--- config.mk ---
export PLATFORM = sky130hd
export DESIGN_NAME = axi4lite_cmd_sequencer
export DESIGN_NICKNAME = d
export VERILOG_FILES = /design/src/rtl/axi4lite_cmd_sequencer.sv
export SDC_FILE = /design/constraint.sdc
export NUM_CORES = 1
export LEC_CHECK = 0
export ABC_AREA = 1
export CELL_PAD_IN_SITES_DETAIL_PLACEMENT = 0
export CELL_PAD_IN_SITES_GLOBAL_PLACEMENT = 1
export CORE_AREA = 2 2 121 123
export DETAILED_ROUTE_END_ITERATION = 7
export DIE_AREA = 0 0 123 125
export PLACE_DENSITY = 0.63
export SLEW_MARGIN = 20
export SYNTH_ARGS = -nofsm -noshare
export SYNTH_HDL_FRONTEND = slang
export SYNTH_SLANG_ARGS = --single-unit
--- constraint.sdc ---
create_clock -name clk -period 2.45 [get_ports clk]
set_input_delay 0.245 -clock clk [delete_from_list [all_inputs] [get_ports clk]]
set_output_delay 0.245 -clock clk [all_outputs]
set_load 0.005 [all_outputs]
--- src/rtl/axi4lite_cmd_sequencer.sv ---
// axi4lite_cmd_sequencer
// Buffers AXI4-Lite register commands in a small FIFO and issues them to the
// master one at a time as single-cycle start pulses. Each completion, including
// read data, is returned on a valid/ready response port.
// Optional build macro: AXI4LITE_CMDSEQ_TIMEOUT_EN adds a WAIT timeout.
// When it fires, the command completes with rsp_err=1 and rsp_data=0.
module axi4lite_cmd_sequencer #(
    parameter int ADDR_WIDTH = 2,
    parameter int DATA_WIDTH = 8,
    parameter int DEPTH      = 4
) (
    input  logic                   clk,
    input  logic                   rst,
    input  logic                   cmd_valid,
    output logic                   cmd_ready,
    input  logic                   cmd_write,
    input  logic [ADDR_WIDTH-1:0]  cmd_addr,
    input  logic [DATA_WIDTH-1:0]  cmd_wdata,
    output logic                   m_start_write,
    output logic                   m_start_read,
    output logic [ADDR_WIDTH-1:0]  m_addr,
    output logic [DATA_WIDTH-1:0]  m_wdata,
    input  logic                   m_done,
    input  logic [DATA_WIDTH-1:0]  m_rdata,
    output logic                   rsp_valid,
    input  logic                   rsp_ready,
    output logic                   rsp_write,
    output logic [ADDR_WIDTH-1:0]  rsp_addr,
    output logic [DATA_WIDTH-1:0]  rsp_data,
    output logic                   rsp_err,
    output logic                   busy,
    output logic [$clog2(DEPTH):0] level
);

    localparam int PTR_W = $clog2(DEPTH);
    localparam int LVL_W = PTR_W + 1;
    localparam int ENT_W = 1 + ADDR_WIDTH + DATA_WIDTH;
    localparam logic [LVL_W-1:0] LVL_FULL = LVL_W'(DEPTH);

    typedef enum logic [1:0] {
        S_IDLE  = 2'd0,
        S_ISSUE = 2'd1,
        S_WAIT  = 2'd2,
        S_RESP  = 2'd3
    } state_t;

    state_t                  state_q, state_d;
    logic [PTR_W-1:0]        wr_ptr_q, wr_ptr_d;
    logic [PTR_W-1:0]        rd_ptr_q, rd_ptr_d;
    logic [LVL_W-1:0]        level_q, level_d;
    logic                    ready_en_q, ready_en_d;
    logic                    done_q, done_d;
    logic                    act_write_q, act_write_d;
    logic [ADDR_WIDTH-1:0]   act_addr_q, act_addr_d;
    logic [DATA_WIDTH-1:0]   act_wdata_q, act_wdata_d;
    logic                    rsp_write_q, rsp_write_d;
    logic [ADDR_WIDTH-1:0]   rsp_addr_q, rsp_addr_d;
    logic [DATA_WIDTH-1:0]   rsp_data_q, rsp_data_d;
`ifdef AXI4LITE_CMDSEQ_TIMEOUT_EN
    logic [7:0]              tmo_cnt_q, tmo_cnt_d;
    logic                    rsp_err_q, rsp_err_d;
`endif

    logic [ENT_W-1:0]        fifo_mem [DEPTH];
    logic [ENT_W-1:0]        head;
    logic                    head_write;
    logic [ADDR_WIDTH-1:0]   head_addr;
    logic [DATA_WIDTH-1:0]   head_wdata;
    logic                    push;
    logic                    pop;
    logic                    done_rise;

    assign head       = fifo_mem[rd_ptr_q];
    assign head_write = head[ENT_W-1];
    assign head_addr  = head[ENT_W-2 -: ADDR_WIDTH];
    assign head_wdata = head[DATA_WIDTH-1:0];

    // The entry leaves the FIFO on the ISSUE cycle; it was already copied into
    // the active registers on the way into ISSUE.
    assign push      = cmd_valid && cmd_ready;
    assign pop       = (state_q == S_ISSUE);
    // A done level still high from the previous transaction never counts.
    assign done_rise = m_done && !done_q;

    // FIFO pointers and occupancy; simultaneous push and pop keep the level
    always_comb begin
        wr_ptr_d = wr_ptr_q;
        rd_ptr_d = rd_ptr_q;
        level_d  = level_q;
        if (push) begin
            wr_ptr_d = wr_ptr_q + PTR_W'(1);
        end
        if (pop) begin
            rd_ptr_d = rd_ptr_q + PTR_W'(1);
        end
        case ({push, pop})
            2'b10:   level_d = level_q + LVL_W'(1);
            2'b01:   level_d = level_q - LVL_W'(1);
            default: level_d = level_q;
        endcase
    end

    // FIFO storage: payload only, no reset needed
    always_ff @(posedge clk) begin
        if (push) begin
            fifo_mem[wr_ptr_q] <= {cmd_write, cmd_addr, cmd_wdata};
        end
    end

    // Sequencer next-state, active command capture and response capture
    always_comb begin
        state_d     = state_q;
        ready_en_d  = 1'b1;
        done_d      = m_done;
        act_write_d = act_write_q;
        act_addr_d  = act_addr_q;
        act_wdata_d = act_wdata_q;
        rsp_write_d = rsp_write_q;
        rsp_addr_d  = rsp_addr_q;
        rsp_data_d  = rsp_data_q;
`ifdef AXI4LITE_CMDSEQ_TIMEOUT_EN
        tmo_cnt_d   = tmo_cnt_q;
        rsp_err_d   = rsp_err_q;
`endif
        case (state_q)
            S_IDLE: begin
                if (level_q != '0) begin
                    // Load the head now so the start pulse and address
                    // come straight from registers during ISSUE.
                    act_write_d = head_write;
                    act_addr_d  = head_addr;
                    act_wdata_d = head_wdata;
                    state_d     = S_ISSUE;
                end
            end
            S_ISSUE: begin
`ifdef AXI4LITE_CMDSEQ_TIMEOUT_EN
                tmo_cnt_d = '0;
`endif
                state_d = S_WAIT;
            end
            S_WAIT: begin
`ifdef AXI4LITE_CMDSEQ_TIMEOUT_EN
                tmo_cnt_d = tmo_cnt_q + 8'd1;
`endif
                if (done_rise) begin
                    rsp_write_d = act_write_q;
                    rsp_addr_d  = act_addr_q;
                    rsp_data_d  = act_write_q ? act_wdata_q : m_rdata;
`ifdef AXI4LITE_CMDSEQ_TIMEOUT_EN
                    rsp_err_d   = 1'b0;
`endif
                    state_d     = S_RESP;
                end
`ifdef AXI4LITE_CMDSEQ_TIMEOUT_EN
                // The counter reaches 255 this cycle; a completion in the
                // same cycle has already won above.
                else if (tmo_cnt_q == 8'd254) begin
                    rsp_write_d = act_write_q;
                    rsp_addr_d  = act_addr_q;
                    rsp_data_d  = '0;
                    rsp_err_d   = 1'b1;
                    state_d     = S_RESP;
                end
`endif
            end
            S_RESP: begin
                if (rsp_ready) begin
                    state_d = S_IDLE;
                end
            end
            default: state_d = S_IDLE;
        endcase
    end

    // State and control registers; async reset discards all queued work
    always_ff @(posedge clk or posedge rst) begin
        if (rst) begin
            state_q     <= S_IDLE;
            wr_ptr_q    <= '0;
            rd_ptr_q    <= '0;
            level_q     <= '0;
            ready_en_q  <= 1'b0;
            done_q      <= 1'b0;
            act_write_q <= 1'b0;
            act_addr_q  <= '0;
            act_wdata_q <= '0;
            rsp_write_q <= 1'b0;
            rsp_addr_q  <= '0;
            rsp_data_q  <= '0;
`ifdef AXI4LITE_CMDSEQ_TIMEOUT_EN
            tmo_cnt_q   <= '0;
            rsp_err_q   <= 1'b0;
`endif
        end else begin
            state_q     <= state_d;
            wr_ptr_q    <= wr_ptr_d;
            rd_ptr_q    <= rd_ptr_d;
            level_q     <= level_d;
            ready_en_q  <= ready_en_d;
            done_q      <= done_d;
            act_write_q <= act_write_d;
            act_addr_q  <= act_addr_d;
            act_wdata_q <= act_wdata_d;
            rsp_write_q <= rsp_write_d;
            rsp_addr_q  <= rsp_addr_d;
            rsp_data_q  <= rsp_data_d;
`ifdef AXI4LITE_CMDSEQ_TIMEOUT_EN
            tmo_cnt_q   <= tmo_cnt_d;
            rsp_err_q   <= rsp_err_d;
`endif
        end
    end

    // ready_en_q holds cmd_ready low through reset and releases it one edge later.
    assign cmd_ready     = ready_en_q && (level_q != LVL_FULL);
    assign m_start_write = (state_q == S_ISSUE) &&  act_write_q;
    assign m_start_read  = (state_q == S_ISSUE) && !act_write_q;
    assign m_addr        = act_addr_q;
    assign m_wdata       = act_wdata_q;
    assign rsp_valid     = (state_q == S_RESP);
    assign rsp_write     = rsp_write_q;
    assign rsp_addr      = rsp_addr_q;
    assign rsp_data      = rsp_data_q;
`ifdef AXI4LITE_CMDSEQ_TIMEOUT_EN
    assign rsp_err       = rsp_err_q;
`else
    assign rsp_err       = 1'b0;
`endif
    assign busy          = (state_q != S_IDLE) || (level_q != '0);
    assign level         = level_q;

endmodule

# Word-level counts from Yosys, hierarchy flattened
# Memories as Yosys holds them, arrays and structs flattened. A register that Yosys moved wholly into a read port is not among the register bits.
# Index checks and enable logic that the tools add are counted.
[op_classes] n_reduce_logical=15 eq_ne=9 add_sub_neg=4 n_mux=8
[ops] op="2-to-1 mux 8 bit" count=1
[ops] op="case mux 2 bit (4 select lines)" count=1
[ops] op="equality test 2 bit (second input constant)" count=3
[ops] op="2-to-1 mux 2 bit" count=3
[ops] op="case mux 3 bit (2 select lines)" count=1
[ops] op="logical AND 1 bit" count=5
[ops] op="adder 2 x 1 -> 2 bit (second input constant)" count=2
[ops] op="equality test 2 x 1 -> 1 bit (second input constant)" count=2
[ops] op="inequality test 2 bit (second input constant)" count=2
[ops] op="AND reduction 2 bit" count=2
[ops] op="nonzero test 2 bit" count=2
[ops] op="adder 3 x 1 -> 3 bit (second input constant)" count=1
[ops] op="inequality test 3 bit (second input constant)" count=1
[ops] op="AND reduction 3 bit" count=1
[ops] op="nonzero test 3 bit" count=1
[ops] op="subtractor 3 x 1 -> 3 bit (second input constant)" count=1
[ops] op="logical NOT 1 bit" count=2
[ops] op="logical NOT 2 bit" count=1
[ops] op="2-to-1 mux 1 bit" count=2
[ops] op="inequality test 2 x 1 -> 1 bit (second input constant)" count=1
[ops] op="logical OR 1 bit" count=1
[totals] ram_bits=44 out_inout_bits=30 n_memories=1 regBits=22 elab_cells=46
[mem_list] memory="fifo_mem" words=4 width=11 read_ports=1 rd_ports_with_merged_regs=1 write_ports=1 line_no="64" rtl="logic [ENT_W-1:0] fifo_mem [DEPTH];"

# Depth between registers and ports, before layout
[depth] word_depth=5 depth_mapped=9 depth_no_buf=9

# Least setup slack after synthesis
# OpenSTA, ideal clock, no wires.
[synth_path] path_type="flip-flop to flip-flop" from="reg level_q[1] (netlist: level[1])" to="reg level_q[1] (netlist: level[1])" synth_period_minus_slack_ns=1.831 path_buffers=0 path_slack_ns=0.619 t_arrival_ns=1.706 required_time_ns=2.325 path_stages_with_launch=7 cell_sequence="dfrtp_1 > nor2_4 > nand2_1 > nand3_1 > ha_1 > fa_1 > mux2_2"
[synth_between] elab_chain_cells=5
[synth_rtl] element="start, declared" line_no="50" rtl="logic [LVL_W-1:0] level_q, level_d;"
[synth_rtl] element="start signal, assigned" line_no="199" rtl="level_q <= level_d;"
[synth_rtl] element="inequality test 3 bit" line_no="216" rtl="assign cmd_ready = ready_en_q && (level_q != LVL_FULL);"
[synth_rtl] element="logical AND 1 bit" line_no="216"
[synth_rtl] element="logical AND 1 bit" line_no="80" rtl="assign push = cmd_valid && cmd_ready;"
[synth_rtl] element="equality test 2 x 1 -> 1 bit or equality test 2 bit (tied branches)" line_no="96" rtl="case ({push, pop})"
[synth_rtl] element="case mux 3 bit (2 select lines) *" line_no="96"
[synth_rtl] element="via level_d[1]" line_no="50"
# The timed path passes the listed nets; every way through them passes the cells marked *.
# A chain may end at the register's enable or synchronous reset.

# Final worst setup path
[layout_path] from="reg state_q[1]" to="out m_start_read"
[layout_between] elab_chain_cells=2
[layout_rtl] element="start, declared" line_no="47" rtl="state_t state_q, state_d;"
[layout_rtl] element="start signal, assigned" line_no="196" rtl="state_q <= state_d;"
[layout_rtl] element="equality test 2 x 1 -> 1 bit" line_no="218" rtl="assign m_start_read = (state_q == S_ISSUE) && !act_write_q;"
[layout_rtl] element="logical AND 1 bit" line_no="218"
[layout_rtl] element="end, declared" line_no="20" rtl="output logic m_start_read,"
# No other way between the ends.

==> out/qor.yml <==
status: "complete, no violations"
placed_cell_area_um2: 4170
worstPathCellList: "inv_1, ha_1, inv_1, nor2_1, clkdlybuf4s50_1"
root_buffer: "clkbuf_16"
final_area_um2: 4480
endpoint_kind: "primary output"
drv_slew: 0
critPathMaxStageDelay_ps: 510
synth_cells: 352
reg2reg_to: "level[1]$_DFFE_PP0P_"
multiInputGateArea_um2: 992
setup_viol: 0
gr-total-overflow: 0
cts_resized: 0
post_cts.repair.setup_buffers: 0
grt_pass1_wl_um: 11500
leakage_nw: 2.05
area_delta_synth_final_pct: 29.3
slowest_stage: "clkdlybuf4s50_1"
initial_core_util_pct: 24.4
postCtsHoldBufs: 0
hpwl_um: 4860
cellPowerDensity_nw_per_um2: 1160
syn_area_per_cell_um2: 9.85
clock_path_buffers: 2
htreeDepth: 3
avgRoutedWirePerCell_um: 11.8
path_common_cell: "inv_1"
r2r_cells: 6
core_um2: 14200
synthesis.area_um2: 3470
worst_clock_skew_ps: 6.19
rsz0062_at_grt: "false"
required_ps: 2200
nets: 443
synthTopCellsByCount: "nand2_1, inv_1, edfxtp_1, dfrtp_1, nand3_1"
die_h_um: 125
r2r_setup_slack_ps: 470
setup_tns_ps: 0
synth_cell_type_count: 24
register_area_um2: 2150
drt-total-wl_um: 7090
drt-pass1-iter-count: 4
drc: 0
fillCellCount: 1446
drive_above_1_share_pct: 7.73
hp-class: "in -> async"
arrival_ps: 1830
clkSlewWorstSetupHoldPaths_ps: 60
peakVddDrop_v: 0.000350
synth_edf_count: 44
place_worst_setup_slack_ps: 292
viasPerCell: 4.01
rr_startpoint: "level[1]$_DFFE_PP0P_"
path_class: "reg -> out"
io_pins: 54
synth.most_common_cell: "nand2_1"
num_antenna_cells: 0
crit_path_start_kind: "flop"
synth.yosys.seq_area_share_pct: 61.9
clk_latency_ps: 330
cts_made_buffers: 9
hold_violations: 0
grt.total_usage_pct: 9.80
synth_area_leaders: "edfxtp_1, dfrtp_1, nand2_1, inv_1, nand3_1"
grt_pass1_vias: 2309
yosysTopAreaCell: "edfxtp_1"
dieArea_um2: 15400
finalWorstSetupSlack_ps: 378
ant_nets: 0
worstPathMaxFanout: 5
ys_seq_elements: 77
synthArstFlopShare_pct: 42.9
syn_nets: 386
period_share_pct: 84.6
grt_start_max_net_pins: 34
rows: 44
cts.sinks: 77
die_w_um: 123
fin_crit_ps: 2070
cap_viol_max_count: 0
vias: 2396
synth_warnings: 0
globalplace.congestion: 0.723
port_buffers: 52
timing.fmax_mhz: 483
antenna_found_initial: 0
netlist.area_leader.share_pct: 38.1
cts_tree: "yes"
ys.flop_type: "edfxtp_1"
drt-initial-drc-count: 102
[state kept, by name, indices dropped and copies added (netlist names)]
signal,flops
act_write_q,1
level,3
fifo_mem,44
m_addr,2
rsp_data,8
done_q,1
rsp_addr,2
rsp_write,1
ready_en_q,1
rd_ptr_q,2
wr_ptr_q,2
m_wdata,8
state_q,2
[logic make-up (layout without fill, tap and decap cells)]
family          count (synthesis)  after routing  share of synthesized area [%]
simple gates                  173            173                           20.7
xor+xnor                        4              4                           1.01
other cells                     2              2                          0.217
flops                          77             77                           61.9
fa+ha+maj                      10             10                           3.82
buf+inv                        74            136                           9.49
compound gates                 11             11                           2.56
mux                             1              1                          0.325
[stage by stage]
stage	cells	total power, W	utilization, %	hold slack (ps)
2_1_floorplan	352	0.00316	-	276
3_3_place_gp	582	0.00386	29.4	456
3_5_place_dp	582	0.00390	29.4	467
4_1_cts	598	0.00530	31.6	323
5_1_grt	598	0.00566	31.6	371
6_report	598	0.00522	31.6	315
[cell type report]
class / count / share of cell area, %
multi-input combinational: 201 / 22.1
tap: 184 / 5.13
clock inverter: 7 / 1.95
timing repair buffer: 59 / 12.8
clock buffer: 9 / 5.02
inverter: 61 / 5.11
sequential: 77 / 47.9
[routing by layer]
metal / routed length (um) / global-route usage (%)
met1: 3450 / 13.0
met2: 3100 / 14.6
met3: 367 / 2.69
met4: 163 / 5.01
met5: 0 / 0
[layout by cell type (no fill, tap or decap), types with 2 or more instances in the layout]
master,count
buf_4,7
clkbuf_16,9
clkdlybuf4s50_1,52
conb_1,2
dfrtp_1,33
edfxtp_1,44
ha_1,9
inv_1,57
inv_2,4
inv_6,3
inv_8,2
nand2_1,126
nand3_1,28
nand4_1,2
nor2_1,8
o211ai_1,8
or2_1,6
or2_2,2
xor2_1,3
[worst max-delay path, delay by kind of cell, from the launching register on]
family                   cells  cell delay, ps
buffers and inverters        3             670
AND/OR/NAND/NOR              1              90
flip-flops                   1             410
adder cells (fa/ha/maj)      1             320
[worst max path at each step]
stage	from	to	cells past startpoint
after floorplan	level[1]$_DFFE_PP0P_	level[1]$_DFFE_PP0P_	6
after detailed placement	cmd_valid	level[2]$_DFFE_PP0P_	8
after CTS	state_q[1]$_DFFE_PP0P_	m_start_read	5
after global placement	cmd_valid	level[2]$_DFFE_PP0P_	8
final	state_q[1]$_DFFE_PP0P_	m_start_read	5
after global routing	state_q[1]$_DFFE_PP0P_	m_start_write	5
[power by group]
part	switching, W	internal, W
sequential	0.000281	0.00172
clock	0.000555	0.000815
combinational	0.000992	0.000861
total	0.00183	0.00339
Power figures use the tool's default switching activity.
